$ cat config.mk
export PLATFORM = sky130hd
export DESIGN_NAME = mc_ctrl
export DESIGN_NICKNAME = d
export VERILOG_FILES = /design/src/rtl/mc_ctrl.sv
export SDC_FILE = /design/constraint.sdc
export NUM_CORES = 1
export LEC_CHECK = 0
export CORE_MARGIN = 2
export CORE_UTILIZATION = 44
export CTS_BUF_LIST = sky130_fd_sc_hd__clkbuf_4 sky130_fd_sc_hd__clkbuf_8
export DETAILED_ROUTE_END_ITERATION = 10
export PLACE_DENSITY = 0.81
export REMOVE_ABC_BUFFERS = 1
export SETUP_SLACK_MARGIN = 0.15
export SLEW_MARGIN = 5
export SYNTH_ARGS = -nofsm -noshare
export SYNTH_HDL_FRONTEND = slang
export SYNTH_SLANG_ARGS = --single-unit
$ cat constraint.sdc
create_clock -name clk -period 1.9 [get_ports clk]
set_clock_uncertainty 0.05 [all_clocks]
set_input_delay 0.38 -clock clk [delete_from_list [all_inputs] [get_ports clk]]
set_output_delay 0.38 -clock clk [all_outputs]
set_load 0.01 [all_outputs]
$ cat src/rtl/mc_ctrl.sv
// Multi-cycle control FSM for the MIPS-subset datapath: fetch/decode/execute sequencing with Moore outputs.
// Optional performance counters are enabled by defining MC_CTRL_PERF_CNT_EN.
module mc_ctrl #(
    parameter bit HALT_ON_ILLEGAL = 1'b1
) (
    input  logic       clk,
    input  logic       rst,
    input  logic [5:0] opcode,
    input  logic [5:0] funct,
    input  logic       overflow,
    input  logic       positive,
    output logic [1:0] alu_ctl,
    output logic       ext_op,
    output logic [1:0] reg_src,
    output logic [1:0] reg_dst,
    output logic       alu_src,
    output logic       npc_sel,
    output logic       j_ctl,
    output logic       jr_ctl,
    output logic       mem_write,
    output logic       reg_write,
    output logic       ir_we,
    output logic       pc_we,
    output logic       halted
`ifdef MC_CTRL_PERF_CNT_EN
    ,
    output logic [31:0] cycle_cnt,
    output logic [31:0] instr_cnt
`endif
);

    typedef enum logic [3:0] {
        S_FETCH, S_DECODE, S_EXE, S_MEM_RD, S_MEM_WR,
        S_WB, S_BRANCH, S_JUMP, S_NOP, S_HALT
    } state_t;

    typedef enum logic [3:0] {
        C_ADDU, C_SUBU, C_JR, C_ORI, C_LUI, C_ADDI,
        C_LW, C_SW, C_BEQ, C_J, C_JAL, C_ILL
    } cls_t;

    state_t state_r;
    state_t state_nxt_s;
    cls_t   cls_r;
    cls_t   dec_cls_s;
    logic   ovf_r;
    logic   positive_unused_r;

    logic [1:0] alu_ctl_s;
    logic       ext_op_s;
    logic [1:0] reg_src_s;
    logic [1:0] reg_dst_s;
    logic       alu_src_s;
    logic       npc_sel_s;
    logic       j_ctl_s;
    logic       jr_ctl_s;
    logic       mem_write_s;
    logic       reg_write_s;
    logic       ir_we_s;
    logic       pc_we_s;
    logic       halted_s;

    function automatic cls_t classify(input logic [5:0] op, input logic [5:0] fn);
        cls_t c;
        case (op)
            6'b000000: begin
                case (fn)
                    6'b100001: c = C_ADDU;
                    6'b100011: c = C_SUBU;
                    6'b001000: c = C_JR;
                    default:   c = C_ILL;
                endcase
            end
            6'b001101: c = C_ORI;
            6'b001111: c = C_LUI;
            6'b001000: c = C_ADDI;
            6'b100011: c = C_LW;
            6'b101011: c = C_SW;
            6'b000100: c = C_BEQ;
            6'b000010: c = C_J;
            6'b000011: c = C_JAL;
            default:   c = C_ILL;
        endcase
        return c;
    endfunction

    function automatic logic sign_ext(input cls_t c);
        return (c == C_ADDI) || (c == C_LW) || (c == C_SW) || (c == C_BEQ);
    endfunction

    // {alu_ctl, alu_src} used by EXE and held through the memory/writeback states
    function automatic logic [2:0] alu_cfg(input cls_t c);
        logic [2:0] r;
        case (c)
            C_ADDU:  r = 3'b000;
            C_SUBU:  r = 3'b010;
            C_ORI:   r = 3'b101;
            C_LUI:   r = 3'b111;
            C_ADDI:  r = 3'b001;
            C_LW:    r = 3'b001;
            C_SW:    r = 3'b001;
            default: r = 3'b000;
        endcase
        return r;
    endfunction

    assign dec_cls_s = classify(opcode, funct);

    // State, latched instruction class, and overflow flag
    always_ff @(posedge clk) begin
        if (rst) begin
            state_r           <= S_FETCH;
            cls_r             <= C_ILL;
            ovf_r             <= 1'b0;
            positive_unused_r <= 1'b0;
        end else begin
            state_r <= state_nxt_s;
            if (state_r == S_DECODE) begin
                cls_r <= dec_cls_s;
            end
            if (state_r == S_EXE) begin
                positive_unused_r <= positive;
                if (cls_r == C_ADDI) begin
                    ovf_r <= overflow;
                end
            end
        end
    end

    // Next-state decode
    always_comb begin
        state_nxt_s = state_r;
        case (state_r)
            S_FETCH:  state_nxt_s = S_DECODE;
            S_DECODE: begin
                case (dec_cls_s)
                    C_ADDU, C_SUBU, C_ORI, C_LUI,
                    C_ADDI, C_LW, C_SW:      state_nxt_s = S_EXE;
                    C_BEQ:                   state_nxt_s = S_BRANCH;
                    C_J, C_JAL, C_JR:        state_nxt_s = S_JUMP;
                    default:                 state_nxt_s = HALT_ON_ILLEGAL ? S_HALT : S_NOP;
                endcase
            end
            S_EXE: begin
                case (cls_r)
                    C_LW:    state_nxt_s = S_MEM_RD;
                    C_SW:    state_nxt_s = S_MEM_WR;
                    default: state_nxt_s = S_WB;
                endcase
            end
            S_MEM_RD: state_nxt_s = S_WB;
            S_MEM_WR: state_nxt_s = S_FETCH;
            S_WB:     state_nxt_s = S_FETCH;
            S_BRANCH: state_nxt_s = S_FETCH;
            S_JUMP:   state_nxt_s = S_FETCH;
            S_NOP:    state_nxt_s = S_FETCH;
            S_HALT:   state_nxt_s = S_HALT;
            default:  state_nxt_s = S_FETCH;
        endcase
    end

    // Moore control decode from state and latched class
    always_comb begin
        alu_ctl_s   = 2'b00;
        ext_op_s    = 1'b0;
        reg_src_s   = 2'b00;
        reg_dst_s   = 2'b00;
        alu_src_s   = 1'b0;
        npc_sel_s   = 1'b0;
        j_ctl_s     = 1'b0;
        jr_ctl_s    = 1'b0;
        mem_write_s = 1'b0;
        reg_write_s = 1'b0;
        ir_we_s     = 1'b0;
        pc_we_s     = 1'b0;
        halted_s    = 1'b0;
        case (state_r)
            S_FETCH:  ir_we_s  = 1'b1;
            S_DECODE: ext_op_s = sign_ext(dec_cls_s);
            S_EXE, S_MEM_RD: begin
                {alu_ctl_s, alu_src_s} = alu_cfg(cls_r);
                ext_op_s               = sign_ext(cls_r);
            end
            S_MEM_WR: begin
                {alu_ctl_s, alu_src_s} = alu_cfg(cls_r);
                ext_op_s               = sign_ext(cls_r);
                mem_write_s            = 1'b1;
                pc_we_s                = 1'b1;
            end
            S_WB: begin
                {alu_ctl_s, alu_src_s} = alu_cfg(cls_r);
                ext_op_s               = sign_ext(cls_r);
                reg_write_s            = 1'b1;
                pc_we_s                = 1'b1;
                if ((cls_r == C_ADDU) || (cls_r == C_SUBU)) begin
                    reg_dst_s = 2'b01;
                end else if ((cls_r == C_ADDI) && ovf_r) begin
                    // Overflowing addi leaves rt alone and flags $30 <- 1
                    reg_dst_s = 2'b10;
                    reg_src_s = 2'b10;
                end else if (cls_r == C_LW) begin
                    reg_src_s = 2'b01;
                end else begin
                    reg_dst_s = 2'b00;
                end
            end
            S_BRANCH: begin
                alu_ctl_s = 2'b01;
                ext_op_s  = sign_ext(cls_r);
                npc_sel_s = 1'b1;
                pc_we_s   = 1'b1;
            end
            S_JUMP: begin
                pc_we_s = 1'b1;
                case (cls_r)
                    C_J:     j_ctl_s = 1'b1;
                    C_JAL: begin
                        j_ctl_s     = 1'b1;
                        reg_write_s = 1'b1;
                        reg_dst_s   = 2'b11;
                        reg_src_s   = 2'b11;
                    end
                    C_JR:    jr_ctl_s = 1'b1;
                    default: j_ctl_s  = 1'b0;
                endcase
            end
            S_NOP:   pc_we_s  = 1'b1;
            S_HALT:  halted_s = 1'b1;
            default: ir_we_s  = 1'b0;
        endcase
    end

    // Reset masks every control so an interrupted instruction commits nothing
    assign {alu_ctl, ext_op, reg_src, reg_dst, alu_src, npc_sel, j_ctl, jr_ctl,
            mem_write, reg_write, ir_we, pc_we, halted} =
           rst ? 16'd0 :
           {alu_ctl_s, ext_op_s, reg_src_s, reg_dst_s, alu_src_s, npc_sel_s, j_ctl_s,
            jr_ctl_s, mem_write_s, reg_write_s, ir_we_s, pc_we_s, halted_s};

`ifdef MC_CTRL_PERF_CNT_EN
    // Cycle and retired-instruction counters, wrapping at 2^32
    always_ff @(posedge clk) begin
        if (rst) begin
            cycle_cnt <= 32'd0;
            instr_cnt <= 32'd0;
        end else begin
            if (state_r != S_HALT) begin
                cycle_cnt <= cycle_cnt + 32'd1;
            end
            if (pc_we_s) begin
                instr_cnt <= instr_cnt + 32'd1;
            end
        end
    end
`endif

endmodule

==> impl_metrics.toml <==
[global_routing]
grtUsageTotal_pct = 30.6
grt_max_degree = 14
overflow = 0
grt_pass1_wl_um = 6650
antenna_found_initial = 0
grt_pass1_vias = 1590

[placement]
place.port_buffers = 30
dpl.hpwl_um = 2860
placed_area_mm2 = 0.00174
place_congestion = 0.953

[layout]
final_common_cell = "buf_4"
design_area_mm2 = 0.00213
fin_util_pct = 87.0
area_growth_pct = 90.6
final_cell_mix = "buf_4, buf_6, nor2_1"
final_layout_size_suffix_gt1_share_pct = 57.7
diodes = 0
n_fill_cell = 118
nets = 265

[timing]
hold_viol = 0
drv_slew = 0
relSlewSlack_pct = 67.7
fin_crit_sh_pct = 115
worst_pin_slew_ns = 0.484
finalCriticalPeriod_ns = 2.18
rsz0062_at_grt = "true"
worst_slack_ns = -0.285
fmax_mhz = 458
setup_viol = 8

[detailed_routing]
drc = 0
antenna_left = 0
wl_per_cell_um = 21.1
drt_iter0_markers = 103
viasPerCell = 6.48
num_vias = 1802
wirelength_um = 5860
first_pass_iters = 5

[synth]
synth_cells = 160
synth-seq-cells = 9
ys_warn_count = 0
postSynthAreaPerCell_um2 = 7.00
ys_seq_area_share_pct = 16.1
synth_edf_count = 0
ys_types = 54
synth_flop_cell = "dfxtp_1"
mappedNetlistArea_mm2 = 0.00112
ys_async_sr_fraction_pct = 0

[clock_tree]
clkLatencyLatePin_ns = 0.26
cts_max_path_buffers = 2
path_clk_slew_ns = 0.06
htreeDepth = 1
cts_buffers = 3
cts_root_buf = "clkbuf_4"
cts_tree = "done"
cts.sink_count = 9
cts-hold-fix-buffers = 0

[critical_path]
arrival_ns = 1.75
cp_slowest_cell = "a211oi_2"
reg2reg_depth = 8
rr_startpoint = "state_r[1]$_SDFF_PP0_"
reg2reg_slack_ns = 0.05
cp_max_fo = 2
required_ns = 1.47
worstReg2RegEnd = "state_r[0]$_SDFF_PP0_"
slowest_delay_ns = 0.38
end_kind = "output pin"
setup.worst_path.start_class = "input pin"
crit_chain = "buf_6, or2_4, or3_4, a211oi_2, a21oi_1, nor2_1, buf_2"
cp-startpoint = "opcode[1]"
crit_type = "in2out"

[hold_path]
worstHoldStart = "cls_r[3]$_SDFFE_PP1P_"
hold_path_depth = 1
holdPathEnd = "cls_r[3]$_SDFFE_PP1P_"
hp-class = "reg2reg"

[floorplanning]
core_mm2 = 0.00245
rows = 18
die_h_um = 54.5
die_w_um = 54.5
dieArea_mm2 = 0.00296
initial_core_util_pct = 45.6
io_pins = 32

[run_status]
outcome = "finished with violations"
violations = "negative setup slack"

[power]
p_per_area_mw_per_mm2 = 394
vdd_drop_max_mv = 0.313
p_leak_nw = 0.913

[run]
maxCapViolCount = 0
-- final cells by class --
| type | count | area (um^2) | share of cell area (%) |
|---|---|---|---|
| Multi-Input combinational cell | 134 | 1080 | 50.6 |
| Timing Repair Buffer | 98 | 779 | 36.5 |
| Sequential cell | 9 | 194 | 9.09 |
| Tap cell | 30 | 37.5 | 1.76 |
| Clock buffer | 4 | 30.0 | 1.41 |
| Inverter | 3 | 13.8 | 0.645 |
-- kinds of logic after synthesis --
| logic type | count (synthesis) | synth area share [%] |
|---|---|---|
| AND/OR/NAND/NOR | 80 | 41.2 |
| AO/OA/AOI/OAI | 47 | 29.8 |
| buffers and inverters | 17 | 7.15 |
| flip-flops | 9 | 16.1 |
| XOR/XNOR | 5 | 3.91 |
| multiplexers | 2 | 1.79 |
-- synthesized netlist by cell type (2+ instances only) --
cell / number / area share (%)
or3_1: 3 / 1.7
nand2_1: 8 / 2.7
nand4b_1: 5 / 3.9
nor4_1: 3 / 1.7
nand3b_1: 2 / 1.3
a211o_1: 2 / 1.6
clkbuf_1: 8 / 2.7
nor3b_1: 2 / 1.3
a31oi_1: 3 / 1.7
or2_2: 3 / 1.7
nand4_1: 3 / 1.7
a211oi_1: 3 / 2.0
nand3_1: 3 / 1.3
a41oi_1: 2 / 1.6
mux2i_1: 2 / 1.8
nor2_1: 23 / 7.7
xor2_1: 2 / 1.6
o211ai_1: 3 / 2.0
xnor2_1: 3 / 2.3
inv_1: 3 / 1.0
a21oi_1: 12 / 5.4
o31ai_1: 3 / 2.0
nor2b_1: 4 / 2.2
dfxtp_1: 9 / 16
nand2b_1: 4 / 2.2
o21ai_0: 5 / 2.2
nor3_1: 7 / 3.1
buf_2: 4 / 1.8
-- critical path, delay by kind of cell --
kind	cells	cell delay (ns)
buf+inv	2	0.22
compound gates	2	0.46
simple gates	3	0.70
-- timing repair --
action,4_1_cts,5_1_grt
buffers inserted,15,5
setup endpoints to repair,23,22
pin swaps,22,27
gates cloned,1,0
resized for setup,123,43
-- layer usage --
metal  GRT usage [%]  share of wire [%]
met1            27.7                 35
met2            59.8                 50
met3            4.10                8.4
met4            24.2                7.2
met5               0                  0
-- registers in the layout, indices dropped and copies added (netlist names) --
name,cells
ovf_r,1
cls_r,4
state_r,4
-- per-stage QoR --
step / instances / total power, mW / hold slack (ns) / worst slack, ns / TNS (ns)
2_1_floorplan: 146 / 0.357 / 0.402 / 0.0163 / 0
3_3_place_gp: 253 / 0.533 / 0.446 / -0.883 / -10.31
3_5_place_dp: 253 / 0.544 / 0.465 / -0.902 / -11.07
4_1_cts: 273 / 0.748 / 0.480 / -0.0963 / -0.141
5_1_grt: 278 / 0.874 / 0.505 / -0.310 / -1.63
6_report: 278 / 0.840 / 0.500 / -0.285 / -1.22
-- power breakdown --
part	switching, mW	total [mW]	internal, mW
clock network	0.0737	0.169	0.0954
logic	0.236	0.445	0.209
registers	0.0212	0.226	0.205
-- how the worst max path moves through the flow --
stage	endpoint	slack (ns)	cells after the start
after detailed placement	ext_op	-0.90	7
after global routing	ext_op	-0.31	7
after CTS	ext_op	-0.1	7
final	ext_op	-0.28	7
after floorplan	ext_op	0.02	5
after global placement	ext_op	-0.88	7
Power figures use the tool's default switching activity.
